`config.mk`:
```
export PLATFORM = sky130hd
export DESIGN_NAME = ex_stage_unit
export DESIGN_NICKNAME = d
export VERILOG_FILES = /design/src/rtl/ex_stage_unit.sv
export SDC_FILE = /design/constraint.sdc
export NUM_CORES = 1
export LEC_CHECK = 0
export ABC_CLOCK_PERIOD_IN_PS = 5450
export CAP_MARGIN = 20
export CORE_MARGIN = 5
export CORE_UTILIZATION = 45
export CTS_CLUSTER_DIAMETER = 150
export DETAILED_ROUTE_END_ITERATION = 7
export PLACE_DENSITY = 0.72
export SLEW_MARGIN = 20
export SYNTH_ARGS = -nofsm -noshare
export SYNTH_HDL_FRONTEND = slang
export SYNTH_SLANG_ARGS = --single-unit
```
`constraint.sdc`:
```
create_clock -name clk -period 5.45 [get_ports clk]
set_input_delay 0.8175 -clock clk [delete_from_list [all_inputs] [get_ports clk]]
set_output_delay 0.8175 -clock clk [all_outputs]
set_load 0.05 [all_outputs]
```
`src/rtl/ex_stage_unit.sv`:
```
// ex_stage_unit: execute stage between ID/EX and EX/MEM.
// Computes the ALU result for one instruction per handshake and holds it, with
// the registered controls, in a single-entry EX/MEM slot.
// Optional multiplier: define EX_MUL_EN to build the iterative shift-add MUL.
// Without it, code 01010 is treated as unsupported (result 0, latency 1).
module ex_stage_unit #(
  parameter int WIDTH      = 32,
  parameter int MUL_CYCLES = 32
) (
  input  logic             clk,
  input  logic             rst,
  input  logic             flush,
  input  logic             in_valid,
  output logic             in_ready,
  input  logic             mem_to_reg,
  input  logic             mem_write,
  input  logic             reg_write,
  input  logic             alu_src,
  input  logic [4:0]       alu_control,
  input  logic [WIDTH-1:0] rd1,
  input  logic [WIDTH-1:0] rd2,
  input  logic [WIDTH-1:0] sign_imm,
  input  logic [31:0]      pc_target,
  output logic             out_valid,
  input  logic             out_ready,
  output logic [WIDTH-1:0] alu_result,
  output logic [WIDTH-1:0] write_data,
  output logic             zero,
  output logic             mem_to_reg_q,
  output logic             mem_write_q,
  output logic             reg_write_q,
  output logic [31:0]      pc_target_q,
  output logic             busy
);

  localparam logic [4:0] OP_ADD  = 5'b00000;
  localparam logic [4:0] OP_SUB  = 5'b00001;
  localparam logic [4:0] OP_AND  = 5'b00010;
  localparam logic [4:0] OP_OR   = 5'b00011;
  localparam logic [4:0] OP_XOR  = 5'b00100;
  localparam logic [4:0] OP_SLL  = 5'b00101;
  localparam logic [4:0] OP_SRL  = 5'b00110;
  localparam logic [4:0] OP_SRA  = 5'b00111;
  localparam logic [4:0] OP_SLT  = 5'b01000;
  localparam logic [4:0] OP_SLTU = 5'b01001;

  // Single-cycle ALU; every result wraps modulo 2^WIDTH, unknown codes give 0.
  function automatic logic [WIDTH-1:0] alu_op(input logic signed [WIDTH-1:0] a,
                                               input logic signed [WIDTH-1:0] b,
                                               input logic [4:0]              op);
    logic [WIDTH-1:0] r;
    r = '0;
    case (op)
      OP_ADD:  r = a + b;
      OP_SUB:  r = a - b;
      OP_AND:  r = a & b;
      OP_OR:   r = a | b;
      OP_XOR:  r = a ^ b;
      OP_SLL:  r = $unsigned(a) << b[4:0];
      OP_SRL:  r = $unsigned(a) >> b[4:0];
      OP_SRA:  r = a >>> b[4:0];
      OP_SLT:  r = {{(WIDTH-1){1'b0}}, (a < b)};
      OP_SLTU: r = {{(WIDTH-1){1'b0}}, ($unsigned(a) < $unsigned(b))};
      default: r = '0;
    endcase
    return r;
  endfunction

  logic signed [WIDTH-1:0] op_a_p0;
  logic signed [WIDTH-1:0] op_b_p0;
  logic        [WIDTH-1:0] res_p0;
  logic                    slot_free;
  logic                    accept;
  logic                    load_single;
  logic                    load_mul;
  logic        [WIDTH-1:0] nxt_res;
  logic        [WIDTH-1:0] nxt_wd;
  logic                    nxt_m2r;
  logic                    nxt_mw;
  logic                    nxt_rw;
  logic        [31:0]      nxt_pc;

  assign op_a_p0   = rd1;
  assign op_b_p0   = alu_src ? sign_imm : rd2;
  assign res_p0    = alu_op(op_a_p0, op_b_p0, alu_control);
  assign slot_free = !out_valid || out_ready;

`ifdef EX_MUL_EN
  localparam logic [4:0] OP_MUL = 5'b01010;
  localparam int         CNT_W  = $clog2(MUL_CYCLES) + 1;

  typedef enum logic [1:0] {IDLE = 2'd0, MUL_RUN = 2'd1, MUL_DONE = 2'd2} state_t;
  state_t state_q;
  state_t state_d;

  logic [CNT_W-1:0] cnt_p1;
  logic [WIDTH-1:0] mul_a_p1;
  logic [WIDTH-1:0] mul_b_p1;
  logic [WIDTH-1:0] acc_p1;
  logic [WIDTH-1:0] mul_wd_p1;
  logic [31:0]      mul_pc_p1;
  logic             mul_m2r_p1;
  logic             mul_mw_p1;
  logic             mul_rw_p1;
  logic             is_mul;
  logic             mul_start;
  logic             last_iter;

  assign is_mul      = (alu_control == OP_MUL);
  assign in_ready    = !rst && (state_q == IDLE) && slot_free && !flush;
  assign accept      = in_valid && in_ready;
  assign mul_start   = accept && is_mul;
  assign load_single = accept && !is_mul;
  assign last_iter   = (cnt_p1 == CNT_W'(MUL_CYCLES - 1));
  assign load_mul    = (state_q == MUL_DONE) && slot_free && !flush;

  assign nxt_res = load_mul ? acc_p1     : res_p0;
  assign nxt_wd  = load_mul ? mul_wd_p1  : rd2;
  assign nxt_m2r = load_mul ? mul_m2r_p1 : mem_to_reg;
  assign nxt_mw  = load_mul ? mul_mw_p1  : mem_write;
  assign nxt_rw  = load_mul ? mul_rw_p1  : reg_write;
  assign nxt_pc  = load_mul ? mul_pc_p1  : pc_target;

  // FSM state register.
  always_ff @(posedge clk) begin
    if (rst) state_q <= IDLE;
    else     state_q <= state_d;
  end

  // Next state and busy flag; flush always returns to IDLE.
  always_comb begin
    state_d = state_q;
    busy    = !rst && (state_q == MUL_RUN);
    if (flush) begin
      state_d = IDLE;
    end else begin
      case (state_q)
        IDLE:     if (mul_start) state_d = MUL_RUN;
        MUL_RUN:  if (last_iter) state_d = MUL_DONE;
        MUL_DONE: if (slot_free) state_d = IDLE;
        default:  state_d = IDLE;
      endcase
    end
  end

  // Shift-add multiplier: latch operands and controls at accept, then iterate.
  always_ff @(posedge clk) begin
    if (rst || flush) begin
      cnt_p1 <= '0;
      acc_p1 <= '0;
    end else if (mul_start) begin
      cnt_p1     <= '0;
      acc_p1     <= '0;
      mul_a_p1   <= op_a_p0;
      mul_b_p1   <= op_b_p0;
      mul_wd_p1  <= rd2;
      mul_pc_p1  <= pc_target;
      mul_m2r_p1 <= mem_to_reg;
      mul_mw_p1  <= mem_write;
      mul_rw_p1  <= reg_write;
    end else if (state_q == MUL_RUN) begin
      if (mul_b_p1[0]) acc_p1 <= acc_p1 + mul_a_p1;
      mul_a_p1 <= mul_a_p1 << 1;
      mul_b_p1 <= mul_b_p1 >> 1;
      cnt_p1   <= cnt_p1 + CNT_W'(1);
    end
  end
`else
  assign in_ready    = !rst && slot_free && !flush;
  assign accept      = in_valid && in_ready;
  assign load_single = accept;
  assign load_mul    = 1'b0;
  assign busy        = 1'b0;

  assign nxt_res = res_p0;
  assign nxt_wd  = rd2;
  assign nxt_m2r = mem_to_reg;
  assign nxt_mw  = mem_write;
  assign nxt_rw  = reg_write;
  assign nxt_pc  = pc_target;
`endif

  // EX/MEM slot: flush beats load, load beats consume, otherwise hold.
  always_ff @(posedge clk) begin
    if (rst) begin
      out_valid    <= 1'b0;
      alu_result   <= '0;
      write_data   <= '0;
      zero         <= 1'b0;
      mem_to_reg_q <= 1'b0;
      mem_write_q  <= 1'b0;
      reg_write_q  <= 1'b0;
      pc_target_q  <= '0;
    end else if (flush) begin
      out_valid <= 1'b0;
    end else if (load_single || load_mul) begin
      out_valid    <= 1'b1;
      alu_result   <= nxt_res;
      write_data   <= nxt_wd;
      zero         <= (nxt_res == '0);
      mem_to_reg_q <= nxt_m2r;
      mem_write_q  <= nxt_mw;
      reg_write_q  <= nxt_rw;
      pc_target_q  <= nxt_pc;
    end else if (out_valid && out_ready) begin
      out_valid <= 1'b0;
    end
  end

endmodule

```
==> flow_metrics.tcl <==
set metrics [dict create \
    path_common_cell "buf_4" \
    rr_startpoint "out_valid$_SDFFE_PP0P_" \
    worst-r2r-setup-slack_ns 2.31 \
    crit_fanout 19 \
    cts_tree "done" \
    dp_hpwl_um 55690 \
    rows 62 \
    min_period_ns 5.505 \
    final_cell_mix "nand2_1 (282), clkdlybuf4s50_1 (241), buf_4 (202), a21oi_1 (187), nor2_1 (176)" \
    multi_input_area_um2 10090 \
    critical_path_required_ns 5.75 \
    stdcell_area_um2 17310 \
    vias 17220 \
    synth_top_cell_by_area "dfxtp_1" \
    start_util 0.4551 \
    critPathCaptureType "flop" \
    viasPerCell 6.785 \
    post-route-period-util 1.010 \
    clockBufferDepth 2 \
    drt_iter0_drc 3091 \
    yosysSeqAreaShare 0.1552 \
    numPortBuffers 243 \
    clock_latency_ns 0.37 \
    status "complete, but fails checks" \
    critical-path-max-stage-delay_ns 1.01 \
    area_growth_pct 32.85 \
    first_pass_iters 6 \
    tns_ns -0.05539 \
    drt_wl_total_um 70280 \
    violations "negative setup slack" \
    nNetsFinal 2393 \
    synth_cell_types 94 \
    die_x_um 180.1 \
    syn_inst 1822 \
    layout-drive-gt1-share 0.1407 \
    power.total_mw 3.329 \
    gp_congestion 1.142 \
    grt_max_degree 120 \
    critPathSlowestCell "a2111oi_2" \
    coreArea_um2 28630 \
    synth_top_area_share 0.1552 \
    hp-start "pc_target_q[13]$_SDFFE_PP0P_" \
    synth_area_um2 13030 \
    placed_cell_area_um2 16960 \
    r2r-end "zero$_SDFFE_PP0P_" \
    fmax_mhz 181.6 \
    postSynthAreaPerCell_um2 7.149 \
    final_hold_viol_count 0 \
    drv_cap 0 \
    clkTransAtPathRegs_ns 0.09 \
    cts_buffers 9 \
    pre_cts_ws_ns -0.1076 \
    skew_ns 0.007901 \
    grt_pass1_vias 15920 \
    tightest_slew_ns 1.409 \
    critPathLaunchType "primary input" \
    synth_fp_nets 2067 \
    final_common_cell "nand2_1" \
    wire_per_inst_um 27.69 \
    fp.dieArea_um2 32450 \
    regArea_um2 2022 \
    ys_warn_count 0 \
    holdPathEnd "pc_target_q[13]$_SDFFE_PP0P_" \
    synth_area_leaders "dfxtp_1 (16%), ha_1 (9.7%), nand2_1 (8.2%), a21oi_1 (7.2%), mux2i_1 (6.8%)" \
    setup_viol 1 \
    synth-main-ff-cell "dfxtp_1" \
    cts_hold_buf 0 \
    synth_edf_count 0 \
    critical_path_class "primary input to flop" \
    drc_errors 0 \
    gr-total-overflow 0 \
    p_leak_nw 6.979 \
    antenna_left 0 \
    async_reset_ff_frac 0 \
    p_per_area_nw_per_um2 192.4 \
    cts_max_level 3 \
    hold_path.class "flop to flop" \
    finalWorstSetupSlack_ns -0.05539 \
    slew_violations 0 \
    finish.utilization 0.6046 \
    grt_pass1_wl_um 102800 \
    nFillCells 2595 \
    dieHeight_um 180.1 \
    slew_headroom 0.05572 \
    grtUsageTotal 0.4054 \
    hold_depth 2 \
    cp_cell_sequence "clkdlybuf4s50_1 > mux2i_4 > inv_2 > buf_4 > buf_4 > buf_4 > mux2i_1 > a222oi_1 > nand2_1 > o211a_1 > o31a_1 > a2111oi_2 > nand2_1 > nor4_2 > nand4_1 > nor4_2 > a41o_1" \
    synth_seq_cells 101 \
    rsz0062_at_grt "no" \
    ir_worst_vdd_uv 160.2 \
    antenna_found_initial 3 \
    clock-sinks 101 \
    arrival_ns 5.81 \
    clock_tree.root_cell "clkbuf_16" \
    io_pins 245 \
    reg2reg_depth 12 \
]
## power by group
| group | internal (mW) | switching, mW |
|---|---|---|
| Clock | 0.329 | 0.353 |
| Combinational | 0.710 | 1.15 |
| Sequential | 0.766 | 0.0154 |
| Total | 1.81 | 1.52 |
## per-stage QoR
stage | cells | hold WS, ns
finish | 2538 | 0.4578
global route | 2537 | 0.4767
CTS | 2535 | 0.4572
detailed placement | 2519 | 0.4463
global placement | 2519 | 0.4409
floorplan | 1822 | 0.6711
## cells by family after synthesis
family	Yosys count	synth area share
simple gates	639	0.2160
compound gates	603	0.3095
buf+inv	232	0.07607
mux	126	0.1314
fa+ha+maj	103	0.1001
flops	101	0.1552
xor+xnor	17	0.01143
other cells	1	0.0002879
## registers in the layout, summed over array words and instances, names as in the netlist
signal / count
alu_result: 32
mem_to_reg_q: 1
mem_write_q: 1
reg_write_q: 1
out_valid: 1
zero: 1
pc_target_q: 32
write_data: 32
## how the worst max path moves through the flow
stage / slack, ns / end / cells past startpoint / from
finish: -0.06 / zero$_SDFFE_PP0P_ / 17 / sign_imm[0]
global route: 0.002 / zero$_SDFFE_PP0P_ / 17 / sign_imm[0]
CTS: 0.21 / zero$_SDFFE_PP0P_ / 22 / sign_imm[0]
detailed placement: -0.11 / zero$_SDFFE_PP0P_ / 22 / sign_imm[0]
global placement: -0.07 / zero$_SDFFE_PP0P_ / 17 / sign_imm[0]
floorplan: 0.40 / zero$_SDFFE_PP0P_ / 19 / alu_src
## routing by layer
metal,vias to the layer above,global-route usage,part of all wire
li1,7388,-,-
met1,8034,0.5238,0.37
met2,1492,0.6140,0.43
met3,303,0.1302,0.14
met4,4,0.1942,0.064
met5,-,0,0.00033
## layout make-up
class	count	area share
multi-input combinational	1489	0.5830
sequential	101	0.1168
tap	384	0.02776
inverter	98	0.02140
antenna	1	0.0001446
timing repair buffer	449	0.2331
clock buffer	9	0.01301
clock inverter	7	0.004700
## critical path: cells and delay by family
kind | cells | cell delay [ns]
buffers and inverters | 5 | 1.33
multiplexers | 2 | 0.39
AND/OR/NAND/NOR | 5 | 0.88
AO/OA/AOI/OAI | 5 | 2.37
## synth_stat cells, types with 8 or more instances
cell / count
buf_1: 12
a211o_1: 8
nand3_1: 32
nor4_1: 14
nor3_1: 53
clkbuf_1: 87
mux2i_1: 88
o211ai_1: 28
buf_2: 21
a2111oi_0: 8
a22oi_1: 20
a21oi_1: 187
nand2_1: 283
dfxtp_1: 101
o21bai_1: 10
nor2_1: 177
xnor2_1: 15
a31oi_1: 15
mux4_2: 33
nand4_1: 8
o21ai_0: 88
o2111ai_1: 8
or3_1: 9
ha_1: 101
inv_1: 93
o22ai_1: 34
nand2b_1: 10
o221ai_1: 19
a221oi_1: 23
o31ai_1: 8
nor2b_1: 8
a211oi_1: 45
## what timing repair did
action,in CTS,in global routing
buffers inserted,0,2
gates resized for setup,0,5
endpoints found under the setup margin,0,1
(Power assumes the default switching activity.)
